### config.mk
export PLATFORM = sky130hd
export DESIGN_NAME = regfile_access_ctrl
export DESIGN_NICKNAME = d
export VERILOG_FILES = /design/src/rtl/regfile_access_ctrl.sv
export SDC_FILE = /design/constraint.sdc
export NUM_CORES = 1
export LEC_CHECK = 0
export ABC_CLOCK_PERIOD_IN_PS = 2760
export BUFFER_PORTS_ARGS = -buffer_cell sky130_fd_sc_hd__buf_4
export CAP_MARGIN = 20
export CELL_PAD_IN_SITES_DETAIL_PLACEMENT = 1
export CELL_PAD_IN_SITES_GLOBAL_PLACEMENT = 1
export CORE_MARGIN = 1
export CORE_UTILIZATION = 38
export DETAILED_ROUTE_END_ITERATION = 10
export GPL_ROUTABILITY_DRIVEN = 0
export PLACE_DENSITY = 0.88
export SYNTH_ARGS = -nofsm -noshare
export SYNTH_HDL_FRONTEND = slang
export SYNTH_SLANG_ARGS = --single-unit
### constraint.sdc
create_clock -name clk -period 2.76 [get_ports clk]
set_input_delay 0.552 -clock clk [delete_from_list [all_inputs] [get_ports clk]]
set_output_delay 0.552 -clock clk [all_outputs]
set_load 0.05 [all_outputs]
### src/rtl/regfile_access_ctrl.sv
// Initiator-side sequencer for the 32x32 select/strobe register file.
// Runs one WRITE/READ/COPY/CLEAR command at a time and returns a single response beat.
module regfile_access_ctrl #(
   parameter int DW     = 32,
   parameter int AW     = 5,
   parameter int DEPTH  = 32,
   parameter int RD_LAT = 1
) (
   input  logic          clk,
   input  logic          reset,
   input  logic          cmd_valid,
   output logic          cmd_ready,
   input  logic [1:0]    cmd_op,
   input  logic [AW-1:0] cmd_addr_a,
   input  logic [AW-1:0] cmd_addr_b,
   input  logic [DW-1:0] cmd_wdata,
   output logic          rsp_valid,
   input  logic          rsp_ready,
   output logic [DW-1:0] rsp_data,
   output logic          busy,
   output logic [DW-1:0] rf_inp,
   output logic [AW-1:0] rf_selin,
   output logic [AW-1:0] rf_selout,
   output logic          rf_read,
   output logic          rf_write,
   output logic          rf_en,
   input  logic [DW-1:0] rf_out
);

   // state  | meaning
   // IDLE   | cmd_ready high, waiting for a command
   // WR     | single write strobe with the command data
   // RD     | single read strobe on addr_a
   // RWAIT  | waiting RD_LAT cycles for rf_out, captured on the last one
   // CWR    | COPY: write captured data to addr_b
   // CLR    | DEPTH zero writes, then one settle cycle before responding
   // RESP   | rsp_valid held until rsp_ready
   typedef enum logic [2:0] {S_IDLE, S_WR, S_RD, S_RWAIT, S_CWR, S_CLR, S_RESP} state_t;

   localparam logic [1:0] OP_WRITE = 2'b00;
   localparam logic [1:0] OP_READ  = 2'b01;
   localparam logic [1:0] OP_COPY  = 2'b10;
   localparam int         CW       = $clog2(DEPTH + 1);
   localparam logic [CW-1:0] DEPTH_C  = CW'(DEPTH);
   localparam logic [2:0]    RD_LAT_C = 3'(RD_LAT);

   state_t        state, state_nxt;
   logic [CW-1:0] clr_cnt, clr_nxt;
   logic [2:0]    wait_cnt, wait_nxt;
   logic [1:0]    op_q;
   logic [AW-1:0] addr_b_q;
   logic          accept, capture;

   logic          cmd_ready_d, rsp_valid_d, busy_d, rf_read_d, rf_write_d;
   logic [DW-1:0] rsp_data_d, rf_inp_d;
   logic [AW-1:0] rf_selin_d, rf_selout_d;

   assign accept  = (state == S_IDLE) && cmd_valid && cmd_ready;
   assign capture = (state == S_RWAIT) && (wait_cnt == 3'd1);

   always_ff @(posedge clk) begin
      if (reset) begin
         state    <= S_IDLE;
         clr_cnt  <= '0;
         wait_cnt <= '0;
         op_q     <= '0;
         addr_b_q <= '0;
      end else begin
         state    <= state_nxt;
         clr_cnt  <= clr_nxt;
         wait_cnt <= wait_nxt;
         if (accept) begin
            op_q     <= cmd_op;
            addr_b_q <= cmd_addr_b;
         end
      end
   end

   always_comb begin
      state_nxt = state;
      clr_nxt   = clr_cnt;
      wait_nxt  = wait_cnt;
      case (state)
         S_IDLE: begin
            if (accept) begin
               case (cmd_op)
                  OP_WRITE: state_nxt = S_WR;
                  OP_READ,
                  OP_COPY:  state_nxt = S_RD;
                  default: begin
                     state_nxt = S_CLR;
                     clr_nxt   = '0;
                  end
               endcase
            end
         end
         S_WR:  state_nxt = S_RESP;
         S_RD: begin
            state_nxt = S_RWAIT;
            wait_nxt  = RD_LAT_C;
         end
         S_RWAIT: begin
            wait_nxt = wait_cnt - 3'd1;
            if (wait_cnt == 3'd1) state_nxt = (op_q == OP_COPY) ? S_CWR : S_RESP;
         end
         S_CWR: state_nxt = S_RESP;
         S_CLR: begin
            if (clr_cnt == DEPTH_C) state_nxt = S_RESP;
            else                    clr_nxt   = clr_cnt + CW'(1);
         end
         S_RESP: if (rsp_ready) state_nxt = S_IDLE;
         default: state_nxt = S_IDLE;
      endcase
   end

   // Outputs are decoded from the upcoming state so each strobe appears in the cycle of its state.
   always_comb begin
      cmd_ready_d = (state_nxt == S_IDLE);
      busy_d      = (state_nxt != S_IDLE);
      rsp_valid_d = (state_nxt == S_RESP);
      rf_read_d   = (state_nxt == S_RD);
      rf_write_d  = (state_nxt == S_WR) || (state_nxt == S_CWR) ||
                    ((state_nxt == S_CLR) && (clr_nxt != DEPTH_C));
      rf_inp_d    = rf_inp;
      rf_selin_d  = rf_selin;
      rf_selout_d = rf_selout;
      rsp_data_d  = rsp_data;
      if (state_nxt == S_WR) begin
         rf_selin_d = cmd_addr_a;
         rf_inp_d   = cmd_wdata;
      end
      if (state_nxt == S_RD) rf_selout_d = cmd_addr_a;
      if (state == S_WR) rsp_data_d = rf_inp;
      if (capture) begin
         rsp_data_d = rf_out;
         if (state_nxt == S_CWR) begin
            rf_selin_d = addr_b_q;
            rf_inp_d   = rf_out;
         end
      end
      if ((state_nxt == S_CLR) && (clr_nxt != DEPTH_C)) begin
         rf_selin_d = AW'(clr_nxt);
         rf_inp_d   = '0;
      end
      if ((state == S_CLR) && (state_nxt == S_RESP)) rsp_data_d = '0;
   end

   always_ff @(posedge clk) begin
      if (reset) begin
         cmd_ready <= 1'b1;
         busy      <= 1'b0;
         rsp_valid <= 1'b0;
         rsp_data  <= '0;
         rf_inp    <= '0;
         rf_selin  <= '0;
         rf_selout <= '0;
         rf_read   <= 1'b0;
         rf_write  <= 1'b0;
         rf_en     <= 1'b0;
      end else begin
         cmd_ready <= cmd_ready_d;
         busy      <= busy_d;
         rsp_valid <= rsp_valid_d;
         rsp_data  <= rsp_data_d;
         rf_inp    <= rf_inp_d;
         rf_selin  <= rf_selin_d;
         rf_selout <= rf_selout_d;
         rf_read   <= rf_read_d;
         rf_write  <= rf_write_d;
         rf_en     <= rf_read_d | rf_write_d;
      end
   end

endmodule
# Word-level counts from Yosys, hierarchy flattened
# Index checks and enable logic that the tools add are counted.
dict set report word_totals {
  word_cells 74
  reg_bits 99
  inputBits 80
  output_inout_bits 80
}
dict set report op_classes {
  add_sub_neg 2
  eq_ne 17
  n_bitwise 1
  n_reduce_logical 18
  mux 21
}
# operator count
set ops {}
lappend ops {{32-bit two-way mux} 5}
lappend ops {{5-bit two-way mux} 4}
lappend ops {{3-bit == test, second input constant} 6}
lappend ops {{6-bit two-way mux} 3}
lappend ops {{3-bit one-hot mux with 6 select lines} 1}
lappend ops {{3-bit two-way mux} 4}
lappend ops {{3-bit one-hot mux with 2 select lines} 2}
lappend ops {{6-bit one-hot mux with 2 select lines} 1}
lappend ops {{3-bit by 1-bit == test with 1-bit output, second input constant} 3}
lappend ops {{3-bit by 2-bit == test with 1-bit output, second input constant} 3}
lappend ops {{2-bit OR reduction} 4}
lappend ops {{6-bit by 1-bit adder with 6-bit output, second input constant} 1}
lappend ops {{6-bit == test, second input constant} 1}
lappend ops {{3-bit zero test} 2}
lappend ops {{6-bit inequality test, second input constant} 1}
lappend ops {{1-bit logical AND} 5}
lappend ops {{2-bit == test, second input constant} 2}
lappend ops {{2-bit nonzero test} 2}
lappend ops {{3-bit nonzero test} 1}
lappend ops {{3-bit OR reduction} 1}
lappend ops {{3-bit by 1-bit subtractor with 3-bit output, second input constant} 1}
lappend ops {{2-bit by 1-bit == test with 1-bit output, second input constant} 1}
lappend ops {{2-bit zero test} 1}
lappend ops {{1-bit logical OR} 2}
lappend ops {{other kinds (2)} 2}

# Depth between registers and ports, before layout
# Gate-level depths: netlist of run 1.
dict set report logic_depth {
  word_depth 10
  mapped_depth 11
  ltp_nobuf 9
}

# Least setup slack after synthesis of run 1
# OpenSTA, ideal clock, no wires.
dict set report synth_timing {
  path_kind {register to register}
  start {reg clr_cnt[0]}
  end {reg rf_inp[0]}
  required_time_ps 2679
  stages_incl_launch_ff 11
  setup_slack_ps 325
  path_buffers 2
  arrival_time_ps 2354
  setup_ps 81
  synth_period_minus_slack_ps 2435
  path_cell_list {dfxtp_1 > inv_1 > ha_1 > nor4b_2 > and2_1 > buf_2 > a221o_1 > a211oi_4 > buf_6 > o32ai_1 > a211oi_2}
}
dict set report synth_between {
  elab_chain_cells 7
  word_cells_on_any_way 17
  cone_classes {add/sub (1); eq/ne (5); mux (9); reduce/logical (2)}
}
# item line_no
set synth_rtl {}
lappend synth_rtl {{start: declaration} 48} ;# logic [CW-1:0] clr_cnt, clr_nxt;
lappend synth_rtl {{start signal: assignment} 70} ;# clr_cnt <= clr_nxt;
lappend synth_rtl {{branches (longest 7 deep; another with 6-bit by 1-bit adder with 6-bit output)} --}
lappend synth_rtl {{end signal: assignment} 165} ;# rf_inp <= rf_inp_d;
lappend synth_rtl {{end: declaration} 21} ;# output logic [DW-1:0] rf_inp,
# Several ways; the timed one is not identified.
# A chain may end at the register's enable or synchronous reset.

# Worst setup path in the final report of run 1
dict set report layout_timing {
  start {reg clr_cnt[0]}
  end {reg rf_selin[1]}
}
dict set report layout_between {
  elab_chain_cells 8
  word_cells_on_any_way 17
  cone_classes {add/sub (1); eq/ne (5); mux (10); reduce/logical (1)}
}
# item line_no
set layout_rtl {}
lappend layout_rtl {{6-bit == test} 108} ;# if (clr_cnt == DEPTH_C) state_nxt = S_RESP;
lappend layout_rtl {{3-bit two-way mux} 108}
lappend layout_rtl {{3-bit one-hot mux with 6 select lines} 83} ;# case (state)
lappend layout_rtl {{3-bit by 1-bit == test with 1-bit output} 128} ;# if (state_nxt == S_WR) begin
lappend layout_rtl {{5-bit two-way mux} 128}
lappend layout_rtl {{5-bit two-way mux} 136} ;# if (state_nxt == S_CWR) begin
lappend layout_rtl {{5-bit two-way mux} 134} ;# if (capture) begin
lappend layout_rtl {{5-bit two-way mux *} 141} ;# if ((state_nxt == S_CLR) && (clr_nxt != DEPTH_C)) begin
lappend layout_rtl {{end signal: assignment} 166} ;# rf_selin <= rf_selin_d;
lappend layout_rtl {{end: declaration} 22} ;# output logic [AW-1:0] rf_selin,
# Every way passes the cells marked *; elsewhere a longest branch is shown, timed or not.

==> impl_metrics.yaml, run 1 <==
status:
  status: "finished clean"
routing:
  num_vias: 4982
  routed_via_density: 5.952
  drtIter0Drc: 275
  route.detailed.drc: 0
  firstDrtPassIters: 4
  totalWireLength_mm: 17.64
  ant_nets: 0
  wire_per_inst_um: 21.07
synth:
  synth_top_flop_cell: "dfxtp_1"
  avgSynthCellArea_um2: 9.546
  synth_cell_types: 56
  syn-cell-area_mm2: 0.004945
  syn-instance-count: 518
  synth-seq-cells: 99
  synth_area_leaders: "dfxtp_1 (40%), mux2i_1 (7.9%), a211oi_2 (7.3%)"
  ys_seq_area_frac: 0.4008
  synth_nets: 604
  ys_warn_count: 0
  synth_edf_count: 0
  synth_top_area_frac: 0.4008
  synthArstFlopShare: 0
  synth_area_leader_cell: "dfxtp_1"
timing:
  timing.hold.ws_ps: 455.5
  finalHoldViolCount: 0
  worstMarginPinSlew_ps: 622.8
  maxSlewViolCount: 0
  period_needed_ps: 2620
  setup_tns_ps: 0
  relSlewSlack: 0.5848
  max_freq_mhz: 381.6
  fin_skew_ps: 10.28
  rsz0062_at_grt: "false"
  finalCritPeriodShare: 0.9494
  setup_violations: 0
critical_path:
  timing.rr.start: "clr_cnt[0]"
  worstPathArrival_ps: 2880
  cp_max_fo: 19
  worstSetupStartpointType: "register"
  path_class: "register to register"
  worst_setup_path_end_kind: "register"
  startpoint: "clr_cnt[0]"
  required_ps: 3020
  r2r_cells: 9
power_and_ir_drop:
  p_leak_nw: 2.575
  vdd_drop_max_v: 0.0006062
  powerDensity_mw_per_mm2: 1275
clock_tree:
  cts_buffers: 9
  cts_max_level: 3
  clk-insertion-delay-late_ps: 350
  root_buffer: "clkbuf_16"
  cts_tree: "yes"
  clockBufferDepth: 2
  cts.sinks: 99
  clkTransAtPathRegs_ps: 70
placed_design:
  dpl-instance-area_mm2: 0.006302
  hpwl_mm: 12.33
  portBuffers: 159
global_route:
  first_global_vias: 5166
  grt_usage: 0.2638
  overflow: 0
  antenna_found_initial: 1
  grt_pass1_wl_mm: 27.23
  grt_max_degree: 65
min_path:
  hold_path_startpoint: "cmd_addr_b[1]"
  hold_depth: 3
  hp-class: "primary input to register"
layout:
  nets: 745
  fin_area_mm2: 0.006659
  drive_gt1_frac: 0.3645
  area_growth_pct: 34.67
  layout_common_cells: "buf_4 (176), dfxtp_1 (97), nor2_1 (55)"
  final_common_cell: "buf_4"
job:
  drv_cap: 0
die:
  start_util: 0.3902
  die_area_mm2: 0.01347
  die_x_um: 116.1
  fp.dieH_um: 116.1
  rows: 41
  core_mm2: 0.01267
  io_pins: 160
==> stage by stage <==
step | power [W] | util | setup slack [ps] | instances
floorplan | 0.005722 | - | 325.2 | 518
detailed placement | 0.007029 | 0.4974 | 122.3 | 817
CTS | 0.008370 | 0.5215 | 16.48 | 833
global route | 0.008913 | 0.5255 | 1.938 | 837
global placement | 0.006795 | 0.4974 | 247.8 | 817
finish | 0.008488 | 0.5255 | 139.6 | 837
==> worst paths after layout <==
path	to	slack, ps
min reg2reg	addr_b_q[4]	470
min	addr_b_q[1]	460
max reg2reg	rf_selin[1]	140
max	rf_selin[1]	140
==> sequential cells by signal (all words and copies together), names as in the netlist <==
register	cells
rsp_data	32
clr_cnt	6
op_q	2
rf_en	1
rsp_valid	1
cmd_ready	1
rf_write	1
rf_inp	32
busy	1
wait_cnt	3
rf_read	1
rf_selout	5
rf_selin	5
state	3
addr_b_q	5
==> per-layer routing <==
layer | GRT usage | vias to the layer above | wire, um | part of all wire
met3 | 0.08211 | 37 | 1165 | 0.066
met1 | 0.3024 | 2470 | 7148 | 0.41
met2 | 0.4532 | 176 | 8736 | 0.50
met4 | 0.1120 | 0 | 587 | 0.033
li1 | - | 2299 | - | -
met5 | 0 | - | 0 | 0
==> power by group <==
part / switching [W] / total [W] / internal [W]
Combinational: 0.00325 / 0.00512 / 0.00187
Clock: 0.000586 / 0.00132 / 0.000732
Sequential: 0.000291 / 0.00205 / 0.00175
==> logic make-up after synthesis <==
| group | after synthesis | synth area share |
|---|---|---|
| mux | 40 | 0.08122 |
| fa+ha+maj | 6 | 0.01518 |
| compound gates | 188 | 0.3181 |
| simple gates | 126 | 0.1283 |
| buf+inv | 59 | 0.05643 |
| flops | 99 | 0.4008 |
==> layout make-up <==
| cell class | count | area, um^2 |
|---|---|---|
| clock inverter | 5 | 62.56 |
| tap | 172 | 215.2 |
| inverter | 8 | 30.03 |
| fill | 1425 | 6012 |
| clock buffer | 11 | 242.7 |
| sequential | 99 | 1984 |
| multi-input combinational | 360 | 2704 |
| timing repair buffer | 181 | 1418 |
| antenna | 1 | 2.502 |
==> synth_stat cells, drive strengths merged (2+ instances only) <==
master and n:
a22oi 3, nand3b 4, inv 8, o21ai 4, nor3b 2, nor2 55
nand4b 3, dfxtp 99, nand2b 3, a211o 3, a2bb2oi 2, o22ai 32
or4 4, ha 6, clkbuf 25, buf 26, a211oi 67, o221a 2
or3 6, o31ai 3, nor4b 2, nand3 4, nor2b 5, and2 4
a21oi 16, o211ai 5, or2 3, nor3 3, a21o 3, mux2i 39
nand2 21, and3b 3, o32ai 38
==> critical path, stage by stage (launching register included) <==
cell      delay (ps)
dfxtp_2          380
inv_1             80
ha_1             210
nor4b_2          170
and2_2           280
a221o_2          430
a211oi_4         380
buf_12           210
o32ai_1          100
o32ai_1          280
==> repair_timing <==
action                                 4_1_cts  5_1_grt
hold buffers                                 0        0
setup endpoints to repair                    0       33
buffers inserted                             0        2
endpoints found under the hold margin        0        0
gates resized for setup                      0        5
Note: power is estimated with default switching activity, not from simulation.
==> run 2: changes to the inputs <==
BUFFER_PORTS_ARGS = -buffer_cell sky130_fd_sc_hd__buf_2   (was -buffer_cell sky130_fd_sc_hd__buf_4)
MAX_ROUTING_LAYER = met4   (was default)
RECOVER_POWER = 100   (was default)
==> run 2 against run 1 <==
Sequential power barely moved; worst setup slack got worse by 11 ps; clock power shrank 8%; die area did not move; critical endpoint is now rf_inp[21]; largest power group unchanged.
==> impl_metrics.yaml, run 2 (synthesized netlist as in run 1, its figures left out) <==
min_path:
  min_to: "addr_b_q[4]"
  hp-class: "primary input to register"
  hold_path_startpoint: "cmd_addr_b[4]"
  hold_depth: 3
die:
  die_area_mm2: 0.01347
  rows: 41
  start_util: 0.3902
  fp.dieH_um: 116.1
  io_pins: 160
  core_mm2: 0.01267
  die_x_um: 116.1
layout:
  nFillCells: 1562
  final_common_cell: "dfxtp_1"
  top_regs: "rf_inp x32, rsp_data x32, clr_cnt x6"
  nets: 740
  area_growth_pct: 20.47
  layout_common_cells: "dfxtp_1 (99), clkbuf_1 (82), buf_2 (79)"
  fin_area_mm2: 0.005957
  drive_gt1_frac: 0.1973
critical_path:
  path_class: "register to register"
  worst_setup_path_end_kind: "register"
  timing.rr.start: "state[2]"
  worstSetupStartpointType: "register"
  r2r_cells: 8
  crit_top_cell: "a211oi_1"
  r2r_slack_ps: 130
  crit_chain: "clkbuf_1 -> nand3b_1 -> a211oi_1 -> a31oi_1 -> nand4b_1 -> a21o_2 -> buf_12 -> a211oi_1"
  max_stage_delay_ps: 570
  startpoint: "state[2]"
  worstPathArrival_ps: 2890
  required_ps: 3020
  cp_max_fo: 15
  r2r-end: "rf_inp[21]"
  slowest_stage: "dfxtp_1"
timing:
  finalCritPeriodShare: 0.9533
  period_needed_ps: 2631
  setup_violations: 0
  setup_tns_ps: 0
  rsz0062_at_grt: "false"
  worstMarginPinSlew_ps: 720.3
  fin_skew_ps: 10.39
  finalHoldViolCount: 0
  maxSlewViolCount: 0
  relSlewSlack: 0.5198
  max_freq_mhz: 380.1
global_route:
  grt_max_degree: 65
  grt_usage: 0.2561
  antenna_found_initial: 0
  first_global_vias: 4879
  grt_pass1_wl_mm: 25.77
  overflow: 0
clock_tree:
  clk-insertion-delay-late_ps: 350
  clkTransAtPathRegs_ps: 70
  cts_buffers: 9
  cts.hold.buffers_added: 0
  root_buffer: "clkbuf_16"
  cts.sinks: 99
  cts_max_level: 3
  clockBufferDepth: 2
  cts_tree: "yes"
routing:
  routed_via_density: 5.837
  drtIter0Drc: 215
  wire_per_inst_um: 19.96
  route.detailed.drc: 0
  totalWireLength_mm: 16.61
  ant_nets: 0
  num_vias: 4856
  firstDrtPassIters: 4
power_and_ir_drop:
  p_seq_frac: 0.262
  p_int_w: 0.003830
  p_comb_frac: 0.580
  p_clk_frac: 0.158
  p_leak_nw: 2.104
  vdd_drop_max_v: 0.0006756
  powerDensity_mw_per_mm2: 1298
  switchingPower_w: 0.003900
  switching_share: 0.5045
placed_design:
  portBuffers: 159
  dpl-instance-area_mm2: 0.005889
  hpwl_mm: 11.73
status:
  status: "finished clean"
job:
  drv_cap: 0
## run 2: cell count changes in the layout (fill, tap and decap cells not counted), moves of 2 or more
cell / change
buf_4: -166
clkbuf_1: +81
buf_2: +79
a211oi_1: +21
a211oi_2: -21
clkbuf_4: +2
dfxtp_1: +2
dfxtp_2: -2
## run 2: metrics by stage
stage,util,power [W],hold slack [ps],setup WS (ps),std cells
3_3_place_gp,0.4648,0.006568,440.2,271.8,815
2_1_floorplan,-,0.005722,431.3,325.2,518
6_report,0.4701,0.007730,448.0,128.9,832
5_1_grt,0.4699,0.008163,448.5,5.503,831
3_5_place_dp,0.4648,0.006797,457.8,169.9,815
4_1_cts,0.4868,0.008045,437.8,149.4,831
## run 2: layout make-up
type	instances	area, um^2	share of cell area
Inverter	8	30.03	0.005041
Multi-Input combinational cell	360	2596	0.4358
Tap cell	172	215.2	0.03613
Sequential cell	99	1982	0.3327
Timing Repair Buffer	176	852.1	0.1430
Clock buffer	10	229.0	0.03844
Antenna cell	1	2.502	0.0004201
Clock inverter	6	50.05	0.008402
## run 2: critical path, delay by kind of cell, from the launching register on
| family | cells | cell delay (ps) |
|---|---|---|
| buffers and inverters | 2 | 420 |
| AOI/OAI and AO/OA | 4 | 950 |
| and+or+nand+nor | 2 | 600 |
| DFF | 1 | 570 |
## run 2: power by group through the flow
stage	combinational, W	sequential, W	clock, W
finish	0.00448	0.00203	0.00122
global route	0.00480	0.00207	0.00130
CTS	0.00478	0.00202	0.00124
detailed placement	0.00475	0.00205	0
global placement	0.00455	0.00202	0
floorplan	0.00289	0.00283	0
## run 2: repair_timing
action,in CTS,in global routing
resized for setup,0,2
buffers inserted,0,0
setup endpoints to repair,0,19
## run 2: worst max-delay path by stage
stage,endpoint,slack [ps],cells past startpoint
after global placement,rf_selin[1],270,8
after detailed placement,rf_selin[1],170,8
after floorplan,rf_inp[0],330,10
final,rf_inp[21],130,8
after global routing,rf_inp[0],6,8
after CTS,rf_inp[17],150,10
## run 2: routing by layer
layer | up-vias | wire, um | track usage | share of wire
met1 | 2385 | 7000 | 0.3047 | 0.42
met2 | 155 | 8285 | 0.4254 | 0.50
met5 | - | 0 | - | 0
met4 | 0 | 424 | 0.09658 | 0.026
met3 | 30 | 898 | 0.05178 | 0.054
li1 | 2286 | - | - | -
